==> src/rtl/player_ship_multi_if.sv <==
`default_nettype none
// ============================================================================
// Module   : player_ship_multi_if
// Purpose  : Bundles the game-facing signals of player_ship_multi: operating
//            mode, buttons, VGA pixel position, alien / alien-laser positions,
//            barrier feedback, and the ship / laser drawing and status outputs.
// Ports    : master - driver side (game top / testbench)
//            slave  - player_ship_multi side
// Revision : 1.0 - initial release
// ============================================================================
interface player_ship_multi_if #(
  parameter int NUM_LASERS       = 3,
  parameter int NUM_ALIENS       = 3,
  parameter int NUM_ALIEN_LASERS = 3
);
  // control and pixel position
  logic                            mode;
  logic                            button_left;
  logic                            button_right;
  logic                            button_shoot;
  logic [9:0]                      xCoord;
  logic [9:0]                      yCoord;
  // other game objects (packed, object i at [10i+9:10i])
  logic [10*NUM_ALIENS-1:0]        alien_xCoord;
  logic [10*NUM_ALIENS-1:0]        alien_yCoord;
  logic [10*NUM_ALIEN_LASERS-1:0]  alien_laser_xCoord;
  logic [10*NUM_ALIEN_LASERS-1:0]  alien_laser_yCoord;
  logic [NUM_LASERS-1:0]           barr_laser_hit;
  // drawing and status
  logic [7:0]                      rgb;
  logic [7:0]                      rgb_spaceship_laser;
  logic                            is_spaceship;
  logic                            is_spaceship_laser;
  logic [10*NUM_LASERS-1:0]        laser_xCoord;
  logic [10*NUM_LASERS-1:0]        laser_yCoord;
  logic [NUM_LASERS-1:0]           laser_active;
  logic [NUM_ALIENS-1:0]           alien_hit;
  logic [2:0]                      lives_left;
  logic                            game_over;

  modport master (
    output mode, button_left, button_right, button_shoot, xCoord, yCoord,
           alien_xCoord, alien_yCoord, alien_laser_xCoord, alien_laser_yCoord,
           barr_laser_hit,
    input  rgb, rgb_spaceship_laser, is_spaceship, is_spaceship_laser,
           laser_xCoord, laser_yCoord, laser_active, alien_hit, lives_left,
           game_over
  );

  modport slave (
    input  mode, button_left, button_right, button_shoot, xCoord, yCoord,
           alien_xCoord, alien_yCoord, alien_laser_xCoord, alien_laser_yCoord,
           barr_laser_hit,
    output rgb, rgb_spaceship_laser, is_spaceship, is_spaceship_laser,
           laser_xCoord, laser_yCoord, laser_active, alien_hit, lives_left,
           game_over
  );
endinterface
`default_nettype wire

==> src/rtl/player_ship_multi.sv <==
`default_nettype none
// ============================================================================
// Module   : player_ship_multi
// Purpose  : Player spaceship for the VGA space-invaders game with a pool of
//            NUM_LASERS concurrent lasers, laser/alien and alien-laser/ship
//            collision, and an ALIVE / RESPAWN / DEAD lives state machine.
//            All game motion advances once per frame (pixel 0,0).
// Ports    : clk     - pixel clock
//            restart - asynchronous active-high reset
//            bus     - player_ship_multi_if.slave (mode, buttons, pixel
//                      position, alien data in; drawing/status out)
// Revision : 1.0 - initial release
// ============================================================================
module player_ship_multi #(
  parameter int NUM_LASERS       = 3,
  parameter int NUM_ALIENS       = 3,
  parameter int NUM_ALIEN_LASERS = 3,
  parameter int LIVES            = 3,
  parameter int MOVE_STEP        = 1,
  parameter int LASER_STEP       = 2,
  parameter int COOLDOWN_FRAMES  = 15,
  parameter int RESPAWN_FRAMES   = 60
) (
  input  logic               clk,
  input  logic               restart,
  player_ship_multi_if.slave bus
);

  localparam int CD_W = (COOLDOWN_FRAMES < 1) ? 1 : $clog2(COOLDOWN_FRAMES + 1);
  localparam int RS_W = (RESPAWN_FRAMES  < 1) ? 1 : $clog2(RESPAWN_FRAMES + 1);

  localparam logic [9:0]      SHIP_X_HOME  = 10'd320;
  localparam logic [9:0]      SHIP_X_MIN   = 10'd20;
  localparam logic [9:0]      SHIP_X_MAX   = 10'd620;
  localparam logic [9:0]      SHIP_HALF_W  = 10'd20;
  localparam logic [9:0]      SHIP_Y_TOP   = 10'd420;
  localparam logic [9:0]      SHIP_Y_BOT   = 10'd430;
  localparam logic [9:0]      SHIP_HIT_Y   = 10'd415;
  localparam logic [9:0]      LASER_PARK_Y = 10'd417;
  localparam logic [9:0]      ALIEN_HALF_W = 10'd15;
  localparam logic [9:0]      MOVE_INC     = 10'(MOVE_STEP);
  localparam logic [9:0]      LASER_INC    = 10'(LASER_STEP);
  // Laser tip reaches the top border / an alien's lower edge within one step.
  localparam logic [9:0]      TOP_RETIRE_Y = 10'(60 + 5 + LASER_STEP);
  localparam logic [10:0]     ALIEN_REACH  = 11'(8 + LASER_STEP);
  localparam logic [2:0]      LIVES_INIT   = 3'(LIVES);
  localparam logic [CD_W-1:0] CD_LOAD      = CD_W'(COOLDOWN_FRAMES);
  localparam logic [RS_W-1:0] RS_LOAD      = RS_W'(RESPAWN_FRAMES);

  typedef enum logic [1:0] {
    ST_ALIVE   = 2'd0,
    ST_RESPAWN = 2'd1,
    ST_DEAD    = 2'd2
  } state_t;

  // |a - b| <= r evaluated in 11 bits so neither side can wrap.
  function automatic logic near(input logic [9:0] a, input logic [9:0] b,
                                input logic [9:0] r);
    logic [10:0] ae, be, re;
    ae   = {1'b0, a};
    be   = {1'b0, b};
    re   = {1'b0, r};
    near = (ae + re >= be) && (ae <= be + re);
  endfunction

  // registered state
  state_t                state, state_nxt;
  logic [9:0]            ship_x, ship_x_nxt;
  logic [2:0]            lives, lives_nxt;
  logic [CD_W-1:0]       cooldown, cooldown_nxt;
  logic [RS_W-1:0]       respawn_cnt, respawn_nxt;
  logic                  shoot_prev, shoot_prev_nxt;
  logic [9:0]            laser_x [NUM_LASERS];
  logic [9:0]            laser_y [NUM_LASERS];
  logic [9:0]            lx_nxt  [NUM_LASERS];
  logic [9:0]            ly_nxt  [NUM_LASERS];
  logic [NUM_LASERS-1:0] laser_active, active_nxt;
  logic [NUM_ALIENS-1:0] alien_hit, alien_hit_nxt;

  // combinational helpers
  logic                  frame_tick;
  logic [NUM_LASERS-1:0] retire;
  logic                  ship_struck;
  logic                  launch_done;
  logic                  laser_pixel;

  assign frame_tick = (bus.xCoord == 10'd0) && (bus.yCoord == 10'd0);

  // --------------------------------------------------------------------------
  // State register
  // --------------------------------------------------------------------------
  always_ff @(posedge clk or posedge restart) begin
    if (restart) begin
      state        <= ST_ALIVE;
      ship_x       <= SHIP_X_HOME;
      lives        <= LIVES_INIT;
      cooldown     <= '0;
      respawn_cnt  <= '0;
      shoot_prev   <= 1'b0;
      laser_active <= '0;
      alien_hit    <= '0;
      for (int k = 0; k < NUM_LASERS; k++) begin
        laser_x[k] <= SHIP_X_HOME;
        laser_y[k] <= LASER_PARK_Y;
      end
    end else begin
      state        <= state_nxt;
      ship_x       <= ship_x_nxt;
      lives        <= lives_nxt;
      cooldown     <= cooldown_nxt;
      respawn_cnt  <= respawn_nxt;
      shoot_prev   <= shoot_prev_nxt;
      laser_active <= active_nxt;
      alien_hit    <= alien_hit_nxt;
      for (int k = 0; k < NUM_LASERS; k++) begin
        laser_x[k] <= lx_nxt[k];
        laser_y[k] <= ly_nxt[k];
      end
    end
  end

  // --------------------------------------------------------------------------
  // Next-state and datapath
  // --------------------------------------------------------------------------
  always_comb begin
    state_nxt      = state;
    ship_x_nxt     = ship_x;
    lives_nxt      = lives;
    cooldown_nxt   = cooldown;
    respawn_nxt    = respawn_cnt;
    shoot_prev_nxt = shoot_prev;
    active_nxt     = laser_active;
    alien_hit_nxt  = '0;
    retire         = '0;
    ship_struck    = 1'b0;
    launch_done    = 1'b0;
    for (int k = 0; k < NUM_LASERS; k++) begin
      lx_nxt[k] = laser_x[k];
      ly_nxt[k] = laser_y[k];
    end

    if (frame_tick) begin
      shoot_prev_nxt = bus.button_shoot;
      if (cooldown != '0) begin
        cooldown_nxt = cooldown - 1'b1;
      end

      // Laser flight; barrier hits are handled below and win over flight.
      if (state != ST_DEAD) begin
        for (int k = 0; k < NUM_LASERS; k++) begin
          if (laser_active[k] && !bus.barr_laser_hit[k]) begin
            if (laser_y[k] <= TOP_RETIRE_Y) begin
              retire[k] = 1'b1;
            end
            for (int i = 0; i < NUM_ALIENS; i++) begin
              if (({1'b0, laser_y[k]} <= {1'b0, bus.alien_yCoord[10*i +: 10]} + ALIEN_REACH) &&
                  near(laser_x[k], bus.alien_xCoord[10*i +: 10], ALIEN_HALF_W)) begin
                retire[k]        = 1'b1;
                alien_hit_nxt[i] = 1'b1;
              end
            end
            if (retire[k]) begin
              active_nxt[k] = 1'b0;
              lx_nxt[k]     = ship_x;
              ly_nxt[k]     = LASER_PARK_Y;
            end else begin
              ly_nxt[k] = laser_y[k] - LASER_INC;
            end
          end
        end
      end

      case (state)
        ST_ALIVE: begin
          for (int j = 0; j < NUM_ALIEN_LASERS; j++) begin
            if ((bus.alien_laser_yCoord[10*j +: 10] >= SHIP_HIT_Y) &&
                near(bus.alien_laser_xCoord[10*j +: 10], ship_x, SHIP_HALF_W)) begin
              ship_struck = 1'b1;
            end
          end

          if (ship_struck) begin
            lives_nxt = lives - 3'd1;
            if (lives <= 3'd1) begin
              state_nxt = ST_DEAD;
            end else begin
              state_nxt   = ST_RESPAWN;
              respawn_nxt = RS_LOAD;
            end
          end else begin
            if (bus.button_left && !bus.button_right && (ship_x > SHIP_X_MIN)) begin
              ship_x_nxt = (ship_x >= SHIP_X_MIN + MOVE_INC) ? ship_x - MOVE_INC : SHIP_X_MIN;
            end else if (bus.button_right && !bus.button_left && (ship_x < SHIP_X_MAX)) begin
              ship_x_nxt = (ship_x + MOVE_INC <= SHIP_X_MAX) ? ship_x + MOVE_INC : SHIP_X_MAX;
            end

            // Launch into the lowest-index free slot; a press with no free
            // slot is simply lost.
            if (bus.button_shoot && !shoot_prev && (cooldown == '0)) begin
              for (int k = 0; k < NUM_LASERS; k++) begin
                if (!laser_active[k] && !launch_done) begin
                  launch_done   = 1'b1;
                  active_nxt[k] = 1'b1;
                  lx_nxt[k]     = ship_x;
                  ly_nxt[k]     = LASER_PARK_Y;
                end
              end
              if (launch_done) begin
                cooldown_nxt = CD_LOAD;
              end
            end
          end
        end

        ST_RESPAWN: begin
          if (respawn_cnt <= RS_W'(1)) begin
            state_nxt  = ST_ALIVE;
            ship_x_nxt = SHIP_X_HOME;
          end else begin
            respawn_nxt = respawn_cnt - 1'b1;
          end
        end

        default: begin
        end
      endcase
    end

    // Barrier hits act on every clock, not only at frame start.
    for (int k = 0; k < NUM_LASERS; k++) begin
      if (bus.barr_laser_hit[k]) begin
        active_nxt[k] = 1'b0;
        lx_nxt[k]     = ship_x;
        ly_nxt[k]     = LASER_PARK_Y;
      end
    end

    if (state_nxt == ST_DEAD) begin
      active_nxt = '0;
      for (int k = 0; k < NUM_LASERS; k++) begin
        lx_nxt[k] = ship_x;
        ly_nxt[k] = LASER_PARK_Y;
      end
    end

    // Attract mode holds everything at its reset value, overriding all events.
    if (!bus.mode) begin
      state_nxt      = ST_ALIVE;
      ship_x_nxt     = SHIP_X_HOME;
      lives_nxt      = LIVES_INIT;
      cooldown_nxt   = '0;
      respawn_nxt    = '0;
      shoot_prev_nxt = 1'b0;
      active_nxt     = '0;
      alien_hit_nxt  = '0;
      for (int k = 0; k < NUM_LASERS; k++) begin
        lx_nxt[k] = SHIP_X_HOME;
        ly_nxt[k] = LASER_PARK_Y;
      end
    end
  end

  // --------------------------------------------------------------------------
  // Pixel generation
  // --------------------------------------------------------------------------
  always_comb begin
    laser_pixel = 1'b0;
    for (int k = 0; k < NUM_LASERS; k++) begin
      if (laser_active[k] && near(laser_x[k], bus.xCoord, 10'd1) &&
          near(laser_y[k], bus.yCoord, 10'd5)) begin
        laser_pixel = 1'b1;
      end
    end
  end

  assign bus.is_spaceship = (state == ST_ALIVE) &&
                            (bus.yCoord >= SHIP_Y_TOP) && (bus.yCoord <= SHIP_Y_BOT) &&
                            near(bus.xCoord, ship_x, SHIP_HALF_W);
  assign bus.is_spaceship_laser  = laser_pixel;
  assign bus.rgb                 = 8'b0111_1000;
  assign bus.rgb_spaceship_laser = 8'hFF;
  assign bus.laser_active        = laser_active;
  assign bus.alien_hit           = alien_hit;
  assign bus.lives_left          = lives;
  assign bus.game_over           = (state == ST_DEAD);

  generate
    for (genvar k = 0; k < NUM_LASERS; k++) begin : g_pack
      assign bus.laser_xCoord[10*k +: 10] = laser_x[k];
      assign bus.laser_yCoord[10*k +: 10] = laser_y[k];
    end
  endgenerate

endmodule
`default_nettype wire

==> src/flat_wrapper.sv <==
// flat-port wrapper written by rule: the top's interface ports become plain ports
module player_ship_multi_flat 
#(
  parameter int NUM_LASERS       = 3,
  parameter int NUM_ALIENS       = 3,
  parameter int NUM_ALIEN_LASERS = 3,
  parameter int LIVES            = 3,
  parameter int MOVE_STEP        = 1,
  parameter int LASER_STEP       = 2,
  parameter int COOLDOWN_FRAMES  = 15,
  parameter int RESPAWN_FRAMES   = 60
)
  (clk, restart, bus_mode, bus_button_left, bus_button_right, bus_button_shoot, bus_xCoord, bus_yCoord, bus_alien_xCoord, bus_alien_yCoord, bus_alien_laser_xCoord, bus_alien_laser_yCoord, bus_barr_laser_hit, bus_rgb, bus_rgb_spaceship_laser, bus_is_spaceship, bus_is_spaceship_laser, bus_laser_xCoord, bus_laser_yCoord, bus_laser_active, bus_alien_hit, bus_lives_left, bus_game_over);
  player_ship_multi_if #(.NUM_LASERS(NUM_LASERS), .NUM_ALIENS(NUM_ALIENS), .NUM_ALIEN_LASERS(NUM_ALIEN_LASERS)) bus_i ();
  input  logic clk;
  input  logic restart;
  input wire logic [$bits(bus_i.mode)-1:0] bus_mode;
  input wire logic [$bits(bus_i.button_left)-1:0] bus_button_left;
  input wire logic [$bits(bus_i.button_right)-1:0] bus_button_right;
  input wire logic [$bits(bus_i.button_shoot)-1:0] bus_button_shoot;
  input wire logic [$bits(bus_i.xCoord)-1:0] bus_xCoord;
  input wire logic [$bits(bus_i.yCoord)-1:0] bus_yCoord;
  input wire logic [$bits(bus_i.alien_xCoord)-1:0] bus_alien_xCoord;
  input wire logic [$bits(bus_i.alien_yCoord)-1:0] bus_alien_yCoord;
  input wire logic [$bits(bus_i.alien_laser_xCoord)-1:0] bus_alien_laser_xCoord;
  input wire logic [$bits(bus_i.alien_laser_yCoord)-1:0] bus_alien_laser_yCoord;
  input wire logic [$bits(bus_i.barr_laser_hit)-1:0] bus_barr_laser_hit;
  output wire logic [$bits(bus_i.rgb)-1:0] bus_rgb;
  output wire logic [$bits(bus_i.rgb_spaceship_laser)-1:0] bus_rgb_spaceship_laser;
  output wire logic [$bits(bus_i.is_spaceship)-1:0] bus_is_spaceship;
  output wire logic [$bits(bus_i.is_spaceship_laser)-1:0] bus_is_spaceship_laser;
  output wire logic [$bits(bus_i.laser_xCoord)-1:0] bus_laser_xCoord;
  output wire logic [$bits(bus_i.laser_yCoord)-1:0] bus_laser_yCoord;
  output wire logic [$bits(bus_i.laser_active)-1:0] bus_laser_active;
  output wire logic [$bits(bus_i.alien_hit)-1:0] bus_alien_hit;
  output wire logic [$bits(bus_i.lives_left)-1:0] bus_lives_left;
  output wire logic [$bits(bus_i.game_over)-1:0] bus_game_over;
  assign bus_i.mode = bus_mode;
  assign bus_i.button_left = bus_button_left;
  assign bus_i.button_right = bus_button_right;
  assign bus_i.button_shoot = bus_button_shoot;
  assign bus_i.xCoord = bus_xCoord;
  assign bus_i.yCoord = bus_yCoord;
  assign bus_i.alien_xCoord = bus_alien_xCoord;
  assign bus_i.alien_yCoord = bus_alien_yCoord;
  assign bus_i.alien_laser_xCoord = bus_alien_laser_xCoord;
  assign bus_i.alien_laser_yCoord = bus_alien_laser_yCoord;
  assign bus_i.barr_laser_hit = bus_barr_laser_hit;
  assign bus_rgb = bus_i.rgb;
  assign bus_rgb_spaceship_laser = bus_i.rgb_spaceship_laser;
  assign bus_is_spaceship = bus_i.is_spaceship;
  assign bus_is_spaceship_laser = bus_i.is_spaceship_laser;
  assign bus_laser_xCoord = bus_i.laser_xCoord;
  assign bus_laser_yCoord = bus_i.laser_yCoord;
  assign bus_laser_active = bus_i.laser_active;
  assign bus_alien_hit = bus_i.alien_hit;
  assign bus_lives_left = bus_i.lives_left;
  assign bus_game_over = bus_i.game_over;
  player_ship_multi #(.NUM_LASERS(NUM_LASERS), .NUM_ALIENS(NUM_ALIENS), .NUM_ALIEN_LASERS(NUM_ALIEN_LASERS), .LIVES(LIVES), .MOVE_STEP(MOVE_STEP), .LASER_STEP(LASER_STEP), .COOLDOWN_FRAMES(COOLDOWN_FRAMES), .RESPAWN_FRAMES(RESPAWN_FRAMES)) u_core (.clk(clk), .restart(restart), .bus(bus_i));
endmodule
==> config.mk <==
export PLATFORM = sky130hd
export DESIGN_NAME = player_ship_multi_flat
export DESIGN_NICKNAME = d
export VERILOG_FILES = /design/src/rtl/player_ship_multi_if.sv /design/src/rtl/player_ship_multi.sv /design/src/flat_wrapper.sv
export SDC_FILE = /design/constraint.sdc
export NUM_CORES = 1
export LEC_CHECK = 0
export ABC_AREA = 1
export CAP_MARGIN = 15
export CORE_MARGIN = 2
export CORE_UTILIZATION = 30
export DETAILED_ROUTE_END_ITERATION = 8
export GPL_TIMING_DRIVEN = 0
export PLACE_DENSITY = 0.6
export SKIP_LAST_GASP = 1
export SLEW_MARGIN = 5
export SYNTH_ARGS = -nofsm -noshare
export SYNTH_HDL_FRONTEND = slang
export SYNTH_SLANG_ARGS = --single-unit
==> constraint.sdc <==
create_clock -name clk -period 3.75 [get_ports clk]
set_clock_uncertainty 0.1 [all_clocks]
set_input_delay 0.5625 -clock clk [delete_from_list [all_inputs] [get_ports clk]]
set_output_delay 0.5625 -clock clk [all_outputs]
set_load 0.02 [all_outputs]
==> qor.yml <==
drt_iter0_markers: 1810
cts_hold_repair.buffers: 0
finish.instance_area_sq_um: 27400
power.density_cell_area_nw_per_um2: 287
timing.max_slew.rel_slack_pct: 40.2
seq_power_share_pct: 17.1
hold_path_class: "flop to flop"
crit_slowest_cell: "dfrtp_2"
finalHoldViolCount: 0
overflow: 0
synth_xor_area_share_pct: 7.56
dieHeight_microns: 264
clock_latency_ps: 360
wire_length_of_the_first_global_routing_pass_microns: 121000
gp_congestion: 0.944
die_area_sq_um: 69700
cpLargestDelayFamily: "simple AND/OR/NAND/NOR gates"
numClockSinks: 92
critPathBufInv: 1
vdd.ir_drop.worst_v: 0.000183
timing.final.setup_violations: 1
grt_antenna_before_repair: 4
worst_pin_slew_ps: 898
power.net_switching_mw: 3.91
synth-simple-area-share_pct: 27.9
count_of_flip_flops_with_a_built_in_enable_after_synthesis: 0
tritoncts: "done"
first_pass_iters: 6
filler_cell_count: 6906
worst-endpoint-required_ps: 3090
worst-r2r-setup-slack_ps: 0
route.detailed.wl_per_inst_microns: 19.2
synth.cell_area_sq_um: 20300
final_period_minus_worst_setup_slack_ps: 3990
fp-row-count: 95
area_growth_pct: 35.1
worst-endpoint-arrival_ps: 3320
violations: "negative setup slack"
cell_internal_pwr_mw: 3.96
route.antenna.remaining_nets: 0
drt_drc: 0
cts-htree-levels: 3
dpl-instance-area_sq_um: 23600
crit_chain: "nand2_1 -> nor2_2 -> nand3_2 -> nor2_2 -> nand2_1 -> xor2_1 -> ha_1 -> nand4_1 -> nor4_2 -> nand2_1 -> o311ai_2 -> o21ai_2 -> nor2_2 -> nand3_2 -> nand3_2 -> buf_6"
total_leakage_power_nw: 13.3
wl_microns: 81500
ff_latch_count_synth: 92
yosysWarningCount: 0
port-buffer-count: 218
initial_util_pct: 30.2
syn-instance-count: 2962
io_pins: 237
cts_buffers: 9
synthTopCellsByArea: "ha_1 (31%), nand2_1 (11%), dfrtp_1 (8.6%)"
ys_types: 63
synth_top_area_cell: "ha_1"
switching_share_pct: 49.7
die_w_microns: 264
post-route-period-util_pct: 106
setup.worst_path.start_class: "flop"
max_stage_delay_ps: 470
critical_path.max_fanout: 5
synth-main-ff-cell: "dfrtp_1"
synth.avg_cell_area_sq_um: 6.84
post-route-worst-setup-slack_ps: -235
design.final.nets: 4020
netlist.area_leader.share_pct: 30.8
cts-root-to-sink-buffers: 2
worstSetupPathType: "flop to output port"
largest_net_degree_at_the_start_of_global_routing: 48
seq_area_frac_synth_pct: 11.5
dpl.hpwl_microns: 61600
async_flop_share_pct: 100
end_kind: "output port"
result_of_the_run: "finished, violations left"
grt_setup_unrepaired: "true"
clk_root_buffer_cell: "clkbuf_16"
power.share.clock_pct: 14.1
cap_viol_max_count: 0
worst_setup_hold_path_clk_slew_ps: 70
viasPerCell: 5.20
synth-adder-area-share_pct: 30.8
coreArea_sq_um: 67000
comb_power_share_pct: 68.7
drive_gt1_share_pct: 19.3
synth-compound-area-share_pct: 13.8
dp_slack_ps: -1470
via_count: 22100
achievable-frequency_mhz: 251
yosys-mux-area-fraction_pct: 0
final-max-slew-violation-count: 0
synth_top_family_by_area: "adder cells"
grt_pass1_vias: 20700
grt.total_usage_pct: 22.4
[worst min-delay path, cell delays in order, from the launching register on]
cell,delay [ps]
dfrtp_1,340
nand2_1,50
o21ai_0,70
[per-layer routing]
| metal | wire, microns | vias to the layer above | track usage (%) |
|---|---|---|---|
| met2 | 37800 | 782 | 37.6 |
| met4 | 3830 | 2 | 9.75 |
| met3 | 5460 | 177 | 3.09 |
| met5 | 10 | - | 0 |
| met1 | 34400 | 10200 | 28.6 |
| li1 | - | 10900 | - |
[placed cells by master, fill, tap and decap left out, types with 80 or more instances in the layout]
cell	count
o21ai_0	85
xor2_1	108
nand4_1	80
nand2_1	573
a21oi_1	201
nor2_1	223
clkdlybuf4s50_1	173
ha_1	460
buf_4	181
inv_1	312
nand3_1	153
[cell families after synthesis]
family | count (synthesis)
AO/OA/AOI/OAI | 490
XOR/XNOR | 175
adder cells (fa/ha/maj) | 499
buffers and inverters | 421
flip-flops | 92
other | 2
AND/OR/NAND/NOR | 1283
[metrics by stage]
stage | TNS (ps) | util, % | total power [mW] | hold slack (ps) | std cells
after floorplan | 0 | - | 4.23 | 354 | 2976
after global placement | -139380 | 35.2 | 5.70 | 375 | 4067
after detailed placement | -64640 | 35.3 | 5.76 | 388 | 4069
after CTS | -593 | 38.2 | 7.29 | 404 | 4175
after global routing | -3920 | 40.8 | 8.53 | 452 | 4252
final | -235 | 40.8 | 7.87 | 402 | 4253
[area by class of cell]
class / instances / area [sq um] / share of cell area, %
multi-input combinational: 2463 / 18100 / 66.3
timing repair buffer: 386 / 3540 / 12.9
sequential: 92 / 2420 / 8.84
inverter: 377 / 1480 / 5.40
tap: 873 / 1090 / 3.99
buffer: 43 / 328 / 1.20
clock buffer: 11 / 253 / 0.923
clock inverter: 5 / 106 / 0.388
antenna: 3 / 7.51 / 0.0274
[state kept, by name, indices dropped and copies added (netlist names)]
signal                   flops
u_core.shoot_prev            1
u_core.cooldown              4
u_core.bus.laser_yCoord     30
u_core.state                 2
u_core.respawn_cnt           6
u_core.bus.laser_active      3
u_core.bus.laser_xCoord     30
u_core.ship_x               10
u_core.bus.lives_left        3
u_core.bus.alien_hit         3
[synth_stat cells, drive strengths merged (7+ instances only)]
cell and count:
inv 375, a31oi 11, o21a 11, a21boi 8, o22ai 15, xnor2 22, buf 32, nand3b 22
xor2 153, nand2 626, dfstp 22, o21ai 140, a21o 20, o211ai 16, dfrtp 70, ha 499
nor3 67, nor4 21, nand4 82, nand3 184, a211oi 13, a21oi 216, o31ai 7, nor2 274
clkbuf 12
[what timing repair did]
item | CTS | global route
gates cloned | 1 | 1
resized for setup | 311 | 265
endpoints found under the setup margin | 91 | 82
pin swaps | 50 | 112
buffers inserted | 90 | 75
[worst paths after layout]
kind,startpoint,endpoint,cells past startpoint
hold reg to reg,u_core.shoot_prev$_DFFE_PP0P_,u_core.shoot_prev$_DFFE_PP0P_,2
setup / recovery,u_core.bus.laser_xCoord[10]$_DFFE_PP0P_,bus_is_spaceship_laser,16
setup reg to reg,u_core.bus.laser_xCoord[6]$_DFFE_PP1P_,u_core.bus.laser_yCoord[0]$_DFFE_PP1P_,20
hold / removal,u_core.shoot_prev$_DFFE_PP0P_,u_core.shoot_prev$_DFFE_PP0P_,2
max in group asynchronous,restart,u_core.bus.laser_xCoord[18]$_DFFE_PP1P_,3
min in group asynchronous,restart,u_core.bus.lives_left[2]$_DFFE_PP0P_,2
[power by group through the flow]
stage | Sequential, mW | Clock [mW] | Combinational, mW
finish | 1.35 | 1.11 | 5.41
global route | 1.35 | 1.18 | 6.00
CTS | 1.34 | 1.12 | 4.82
detailed placement | 1.42 | 0 | 4.34
global placement | 1.43 | 0 | 4.28
floorplan | 1.29 | 0 | 2.94
Note: power is estimated with default switching activity, not from simulation.
